<file path="src/rtl/mem_access_stage.sv">
// rtl/mem_access_stage.sv - MEM pipeline stage: req/ack data-memory access, load extraction, WB registers
module mem_access_stage (
   input  logic        Clk,
   input  logic        Reset_n,
   input  logic        Valid_MEM,
   input  logic [31:0] ALU_Result_MEM,
   input  logic [31:0] Store_Data_MEM,
   input  logic        MemRead_MEM,
   input  logic        MemWrite_MEM,
   input  logic [1:0]  Size_MEM,
   input  logic        Unsigned_MEM,
   input  logic        MemtoReg_MEM,
   input  logic        RegWrite_MEM,
   input  logic [4:0]  Write_Reg_MEM,
   output logic        Mem_Req,
   output logic        Mem_We,
   output logic [31:0] Mem_Addr,
   output logic [3:0]  Mem_Be,
   output logic [31:0] Mem_Wdata,
   input  logic        Mem_Ack,
   input  logic [31:0] Mem_Rdata,
   output logic        Stall_MEM,
   output logic        Misaligned_Exc,
   output logic [31:0] ALU_Result_WB,
   output logic [31:0] Read_Data_WB,
   output logic [4:0]  Write_Reg_WB,
   output logic        MemtoReg_WB,
   output logic        RegWrite_WB,
   output logic        Valid_WB
);

   typedef enum logic {S_IDLE, S_ACCESS} state_t;

   state_t      r_state, w_next;
   logic [31:0] r_addr, r_wdata;
   logic [1:0]  r_size;
   logic        r_unsigned, r_we, r_memtoreg, r_regwrite, r_misaligned;
   logic [3:0]  r_be;
   logic [4:0]  r_wreg;
   logic [31:0] r_alu_wb, r_rdata_wb;
   logic [4:0]  r_wreg_wb;
   logic        r_memtoreg_wb, r_regwrite_wb, r_valid_wb;

   logic        w_mem_op, w_aligned, w_stall;
   logic [3:0]  w_be;
   logic [31:0] w_wdata, w_load;
   logic [7:0]  w_byte;
   logic [15:0] w_half;

   assign w_mem_op = Valid_MEM & (MemRead_MEM | MemWrite_MEM);

   always_comb begin
      w_aligned = 1'b1;
      w_be      = 4'b1111;
      w_wdata   = Store_Data_MEM;
      case (Size_MEM)
         2'b00: begin
            w_be    = 4'b0001 << ALU_Result_MEM[1:0];
            w_wdata = {4{Store_Data_MEM[7:0]}};
         end
         2'b01: begin
            w_aligned = ~ALU_Result_MEM[0];
            w_be      = ALU_Result_MEM[1] ? 4'b1100 : 4'b0011;
            w_wdata   = {2{Store_Data_MEM[15:0]}};
         end
         default: w_aligned = (ALU_Result_MEM[1:0] == 2'b00);
      endcase
   end

   // Extraction uses the latched address/size, since upstream may change at the ack edge.
   always_comb begin
      case (r_addr[1:0])
         2'd0:    w_byte = Mem_Rdata[7:0];
         2'd1:    w_byte = Mem_Rdata[15:8];
         2'd2:    w_byte = Mem_Rdata[23:16];
         default: w_byte = Mem_Rdata[31:24];
      endcase
      w_half = r_addr[1] ? Mem_Rdata[31:16] : Mem_Rdata[15:0];
      case (r_size)
         2'b00:   w_load = r_unsigned ? {24'h0, w_byte} : {{24{w_byte[7]}}, w_byte};
         2'b01:   w_load = r_unsigned ? {16'h0, w_half} : {{16{w_half[15]}}, w_half};
         default: w_load = Mem_Rdata;
      endcase
   end

   always_comb begin
      w_next  = r_state;
      w_stall = 1'b0;
      case (r_state)
         S_IDLE: begin
            if (w_mem_op && w_aligned) begin
               w_next  = S_ACCESS;
               w_stall = 1'b1;
            end
         end
         default: begin
            w_stall = ~Mem_Ack;
            if (Mem_Ack) w_next = S_IDLE;
         end
      endcase
   end

   always_ff @(posedge Clk or negedge Reset_n) begin
      if (!Reset_n) r_state <= S_IDLE;
      else          r_state <= w_next;
   end

   always_ff @(posedge Clk or negedge Reset_n) begin
      if (!Reset_n) begin
         r_addr        <= '0;
         r_wdata       <= '0;
         r_size        <= '0;
         r_unsigned    <= 1'b0;
         r_we          <= 1'b0;
         r_be          <= '0;
         r_wreg        <= '0;
         r_memtoreg    <= 1'b0;
         r_regwrite    <= 1'b0;
         r_misaligned  <= 1'b0;
         r_alu_wb      <= '0;
         r_rdata_wb    <= '0;
         r_wreg_wb     <= '0;
         r_memtoreg_wb <= 1'b0;
         r_regwrite_wb <= 1'b0;
         r_valid_wb    <= 1'b0;
      end else begin
         r_misaligned <= (r_state == S_IDLE) & w_mem_op & ~w_aligned;
         if (r_state == S_IDLE) begin
            if (w_mem_op && w_aligned) begin
               r_addr     <= ALU_Result_MEM;
               r_wdata    <= w_wdata;
               r_size     <= Size_MEM;
               r_unsigned <= Unsigned_MEM;
               r_we       <= MemWrite_MEM;
               r_be       <= w_be;
               r_wreg     <= Write_Reg_MEM;
               r_memtoreg <= MemtoReg_MEM;
               r_regwrite <= RegWrite_MEM;
            end
            r_alu_wb      <= ALU_Result_MEM;
            r_rdata_wb    <= '0;
            r_wreg_wb     <= Write_Reg_MEM;
            r_memtoreg_wb <= MemtoReg_MEM;
            // Any memory op leaves a bubble here; the real result appears on ack.
            r_valid_wb    <= Valid_MEM & ~w_mem_op;
            r_regwrite_wb <= RegWrite_MEM & Valid_MEM & ~w_mem_op;
         end else if (Mem_Ack) begin
            r_alu_wb      <= r_addr;
            r_rdata_wb    <= r_we ? 32'h0 : w_load;
            r_wreg_wb     <= r_wreg;
            r_memtoreg_wb <= r_memtoreg;
            r_regwrite_wb <= r_regwrite;
            r_valid_wb    <= 1'b1;
         end
      end
   end

   assign Mem_Req        = (r_state == S_ACCESS);
   assign Mem_We         = r_we;
   assign Mem_Addr       = {r_addr[31:2], 2'b00};
   assign Mem_Be         = r_be;
   assign Mem_Wdata      = r_wdata;
   assign Stall_MEM      = w_stall & Reset_n;
   assign Misaligned_Exc = r_misaligned;
   assign ALU_Result_WB  = r_alu_wb;
   assign Read_Data_WB   = r_rdata_wb;
   assign Write_Reg_WB   = r_wreg_wb;
   assign MemtoReg_WB    = r_memtoreg_wb;
   assign RegWrite_WB    = r_regwrite_wb;
   assign Valid_WB       = r_valid_wb;

endmodule

</file>
<file path="config.mk">
export PLATFORM = sky130hd
export DESIGN_NAME = mem_access_stage
export DESIGN_NICKNAME = d
export VERILOG_FILES = /design/src/rtl/mem_access_stage.sv
export SDC_FILE = /design/constraint.sdc
export NUM_CORES = 1
export LEC_CHECK = 0
export ABC_AREA = 0
export ABC_CLOCK_PERIOD_IN_PS = 4800
export CORE_UTILIZATION = 49
export DETAILED_ROUTE_END_ITERATION = 8
export GPL_TIMING_DRIVEN = 1
export PLACE_DENSITY_LB_ADDON = 0.25
export SLEW_MARGIN = 20
export SYNTH_ARGS = -nofsm -noshare
export SYNTH_HDL_FRONTEND = slang
export SYNTH_SLANG_ARGS = --single-unit
</file>
<file path="constraint.sdc">
create_clock -name Clk -period 4.8 [get_ports Clk]
set_clock_uncertainty 0.05 [all_clocks]
set_input_delay 0.96 -clock Clk [delete_from_list [all_inputs] [get_ports Clk]]
set_output_delay 0.96 -clock Clk [all_outputs]
set_load 0.005 [all_outputs]
</file>
==> Flow_metrics.wiki, run 1 <==
{| class="wikitable"
! Metric !! Value
|-
| IR drop worst, VDD || 0.000250 V
|-
| Critical path type || primary input to primary output
|-
| Gpl congestion || 0.920
|-
| Placed wire-length estimate after detailed placement || 13700 µm
|-
| Pin count of the biggest net entering global routing || 82
|-
| Maximum fanout along the worst path || 12
|-
| Crit path setup slack, layout || 622 ps
|-
| Vias per inst || 5.53
|-
| Final setup vio count || 0
|-
| Clock Tree Root || clkbuf_16
|-
| Post-CTS repair timing setup buffer count || 0
|-
| Transition time of the tightest slew-check pin || 1020 ps
|-
| Effective utilization at floorplan || 50.4%
|-
| Fin crit period || 4180 ps
|-
| Syn Area/Cell || 11.4 µm²
|-
| Worst Path Required || 3790 ps
|-
| Violated checks || DRC
|-
| Switching power share of the total || 28.0%
|-
| Total power || 4.25 mW
|-
| Cells taking the most area after synthesis || dfrtp_1 (52%), mux2_4 (10%), mux2i_1 (8.8%)
|-
| Final worst path period share || 87.0%
|-
| GRT Residual Overflow || 0
|-
| Result of the run || complete, but fails checks
|-
| Combinational group share of total power || 29.3%
|-
| Switching component of the power || 1.19 mW
|-
| Maximum clock rate || 0.239 GHz
|-
| Post-Synthesis Cell Area || 0.00739 mm²
|-
| Number of DRC markers after the initial detailed-route iteration || 373
|-
| Share of final-layout standard cells stronger than drive strength 1 || 12.4%
|-
| Antenna cells || 0
|-
| Wire length of the first global-routing pass || 31500 µm
|-
| Standard cell core area || 0.0146 mm²
|-
| Synth Flop Type || dfrtp_1
|-
| Via count of the first global-routing pass || 5877
|-
| Total Neg Setup Slack || 0 ps
|-
| Number of remaining DRC errors || 33
|-
| H-tree Lvls || 4
|-
| Proportion of power drawn by the clock network || 29.2%
|-
| Number of warnings issued by yosys || 0
|-
| Post-CTS resize count || 0
|-
| Horizontal die dimension || 125 µm
|-
| Number of antenna violations at the first check in global routing || 0
|-
| Top cell type by total area after synthesis || dfrtp_1
|-
| I/O pin total || 256
|-
| Overall die area || 0.0156 mm²
|-
| Drt first pass iters || 9
|-
| Total wire length after detailed routing || 19700 µm
|-
| Share of synthesized flip-flops with an asynchronous set or reset || 100%
|-
| Total count of max-transition violations in the final report || 0
|-
| GRT Resource Usage Total || 25.8%
|-
| Number of nets still failing antenna checks after routing || 0
|-
| Final Hold Violating Endpoints || 0
|-
| Max-Cap Viols || 0
|-
| CTS tree || done
|-
| Synthesis-stage register bit count || 153
|-
| Reg power frac || 41.5%
|-
| FP Rows || 44
|-
| Height of the die || 125 µm
|-
| RSZ-0062 raised after global routing || no
|-
| Number of buffers inserted by hold repair at cts || 0
|-
| Number of enable-type register cells in the synthesized netlist || 0
|-
| Post-synthesis sequential area ratio || 51.8%
|-
| Num Clock Sinks || 153
|-
| Area growth from synthesis to layout || 39.1%
|-
| Final #Nets || 960
|-
| Hold/Removal Path Class || primary input to async pin
|-
| Via total after detailed routing || 5773
|-
| Maximum buffer depth of the clock tree || 2
|-
| Detail-routed net length per standard cell || 18.9 µm
|-
| Clock-pin transition on the worst setup and hold timing paths || 60 ps
|-
| Power density over cell area || 413 mW/mm²
|-
| Critical path launch point type || primary input
|-
| Share of Yosys cell area claimed by the top area cell type || 51.8%
|-
| Number of buffers created by CTS || 17
|-
| Commonest non-fill, non-tap cell in the layout || clkdlybuf4s50_1
|-
| Worst slack at placement || 648 ps
|-
| I/O Buffers || 253
|-
| Critical Path End Type || primary output
|-
| Static Leakage || 4.65 nW
|-
| Commonest non-fill, non-tap cells in the layout || clkdlybuf4s50_1 (251), dfrtp_1 (152), mux2i_1 (65)
|-
| Number of instances in the synthesized netlist || 647
|-
| Arrival time reported for the critical path endpoint || 3170 ps
|-
| Internal power || 3.06 mW
|-
| Clk_lat worst skew || 420 ps
|-
| Slew margin rel. || 31.5%
|-
| Cell variety after synth || 43
|}
## cell type report
class / instances / area (µm²)
repair buffers: 263 / 2600
well taps: 184 / 230
clock inverters: 10 / 78.8
clock buffers: 21 / 460
fillers: 1058 / 4370
inverters: 2 / 7.51
flip-flops and latches: 153 / 3830
multi-input cells: 411 / 3070
## through the flow
stage               hold slack (ps)  cells  area [µm²]  util (%)
finish                          325   1044       10300      70.2
global route                    320   1044       10300      70.2
CTS                             309   1044       10300      70.2
detailed placement              424   1013        9740      66.5
global placement                409   1013        9740      66.5
floorplan                       423    648        7390         -
## kinds of logic after synthesis
kind of cell	count (synthesis)	share of synthesized area (%)
AO/OA/AOI/OAI	149	12.7
buffers and inverters	84	6.78
flip-flops	153	51.8
multiplexers	124	20.3
other	1	0.0508
AND/OR/NAND/NOR	136	8.35
## critical path, cell delays in order
cell	delay, ps
clkdlybuf4s50_1	590
o21ai_0	300
or4b_4	500
o21ai_0	120
and2_1	170
clkdlybuf4s50_1	530
## Yosys cell counts, types with 8 or more instances
cell type and n:
mux2_2 8, a21oi_1 57, nand2b_1 10, buf_6 8, nand2_1 51, a22oi_1 16
mux2i_1 65, o21ai_0 37, mux2_4 50, buf_4 32, clkbuf_1 31, dfrtp_1 153
nor2_1 53
## flip-flops by register name, indices dropped and copies added (netlist names)
signal          flops
ALU_Result_WB      32
Mem_Wdata          32
Read_Data_WB       32
r_addr             32
Write_Reg_WB        5
r_wreg              5
Mem_Be              4
r_size              2
Mem_Req             1
Mem_We              1
MemtoReg_WB         1
Misaligned_Exc      1
RegWrite_WB         1
Valid_WB            1
r_memtoreg          1
r_regwrite          1
r_unsigned          1
## power groups by stage
stage | sequential, mW | clock [mW] | combinational [mW]
final | 1.76 | 1.24 | 1.24
after global routing | 1.80 | 1.31 | 1.34
after CTS | 1.76 | 1.26 | 1.25
after detailed placement | 1.77 | 0 | 1.25
after global placement | 1.76 | 0 | 1.22
after floorplan | 1.71 | 0 | 0.682
## worst paths after layout
| kind | slack, ps | from | to | cells past startpoint |
|---|---|---|---|---|
| max in group asynchronous | 3230 | Reset_n | Mem_Wdata[31]$_DFFE_PN0P_ | 2 |
| worst max register to register | 2150 | Mem_Req$_DFF_PN0_ | Read_Data_WB[25]$_DFFE_PN0P_ | 5 |
| worst min register to register | 440 | Read_Data_WB[0]$_DFFE_PN0P_ | Read_Data_WB[0]$_DFFE_PN0P_ | 2 |
| worst min-delay path | 320 | Reset_n | r_addr[8]$_DFFE_PN0P_ | 1 |
| min in group Clk | 440 | Read_Data_WB[0]$_DFFE_PN0P_ | Read_Data_WB[0]$_DFFE_PN0P_ | 2 |
| worst max-delay path | 620 | ALU_Result_MEM[0] | Stall_MEM | 6 |
## layer usage
layer  routed length [µm]  share of wire (%)  vias up  global-route usage, %
met3                 1700                8.6       32                   7.52
met2                 9640                 49      260                   42.7
li1                     -                  -     2660                      -
met5                    0                  0        -                      0
met4                  373                1.9        0                   9.59
met1                 8010                 41     2821                   32.0
Power figures use the tool's default switching activity.
==> inputs of run 2 (changes only) <==
--- a/config.mk
+++ b/config.mk
@@ -5,8 +5,6 @@
 export SDC_FILE = /design/constraint.sdc
 export NUM_CORES = 1
 export LEC_CHECK = 0
-export ABC_AREA = 0
-export ABC_CLOCK_PERIOD_IN_PS = 4800
 export CORE_UTILIZATION = 49
 export DETAILED_ROUTE_END_ITERATION = 8
 export GPL_TIMING_DRIVEN = 1
==> results of run 2 <==
Same layout as run 1: the final DEF is identical, and so are final timing and power.
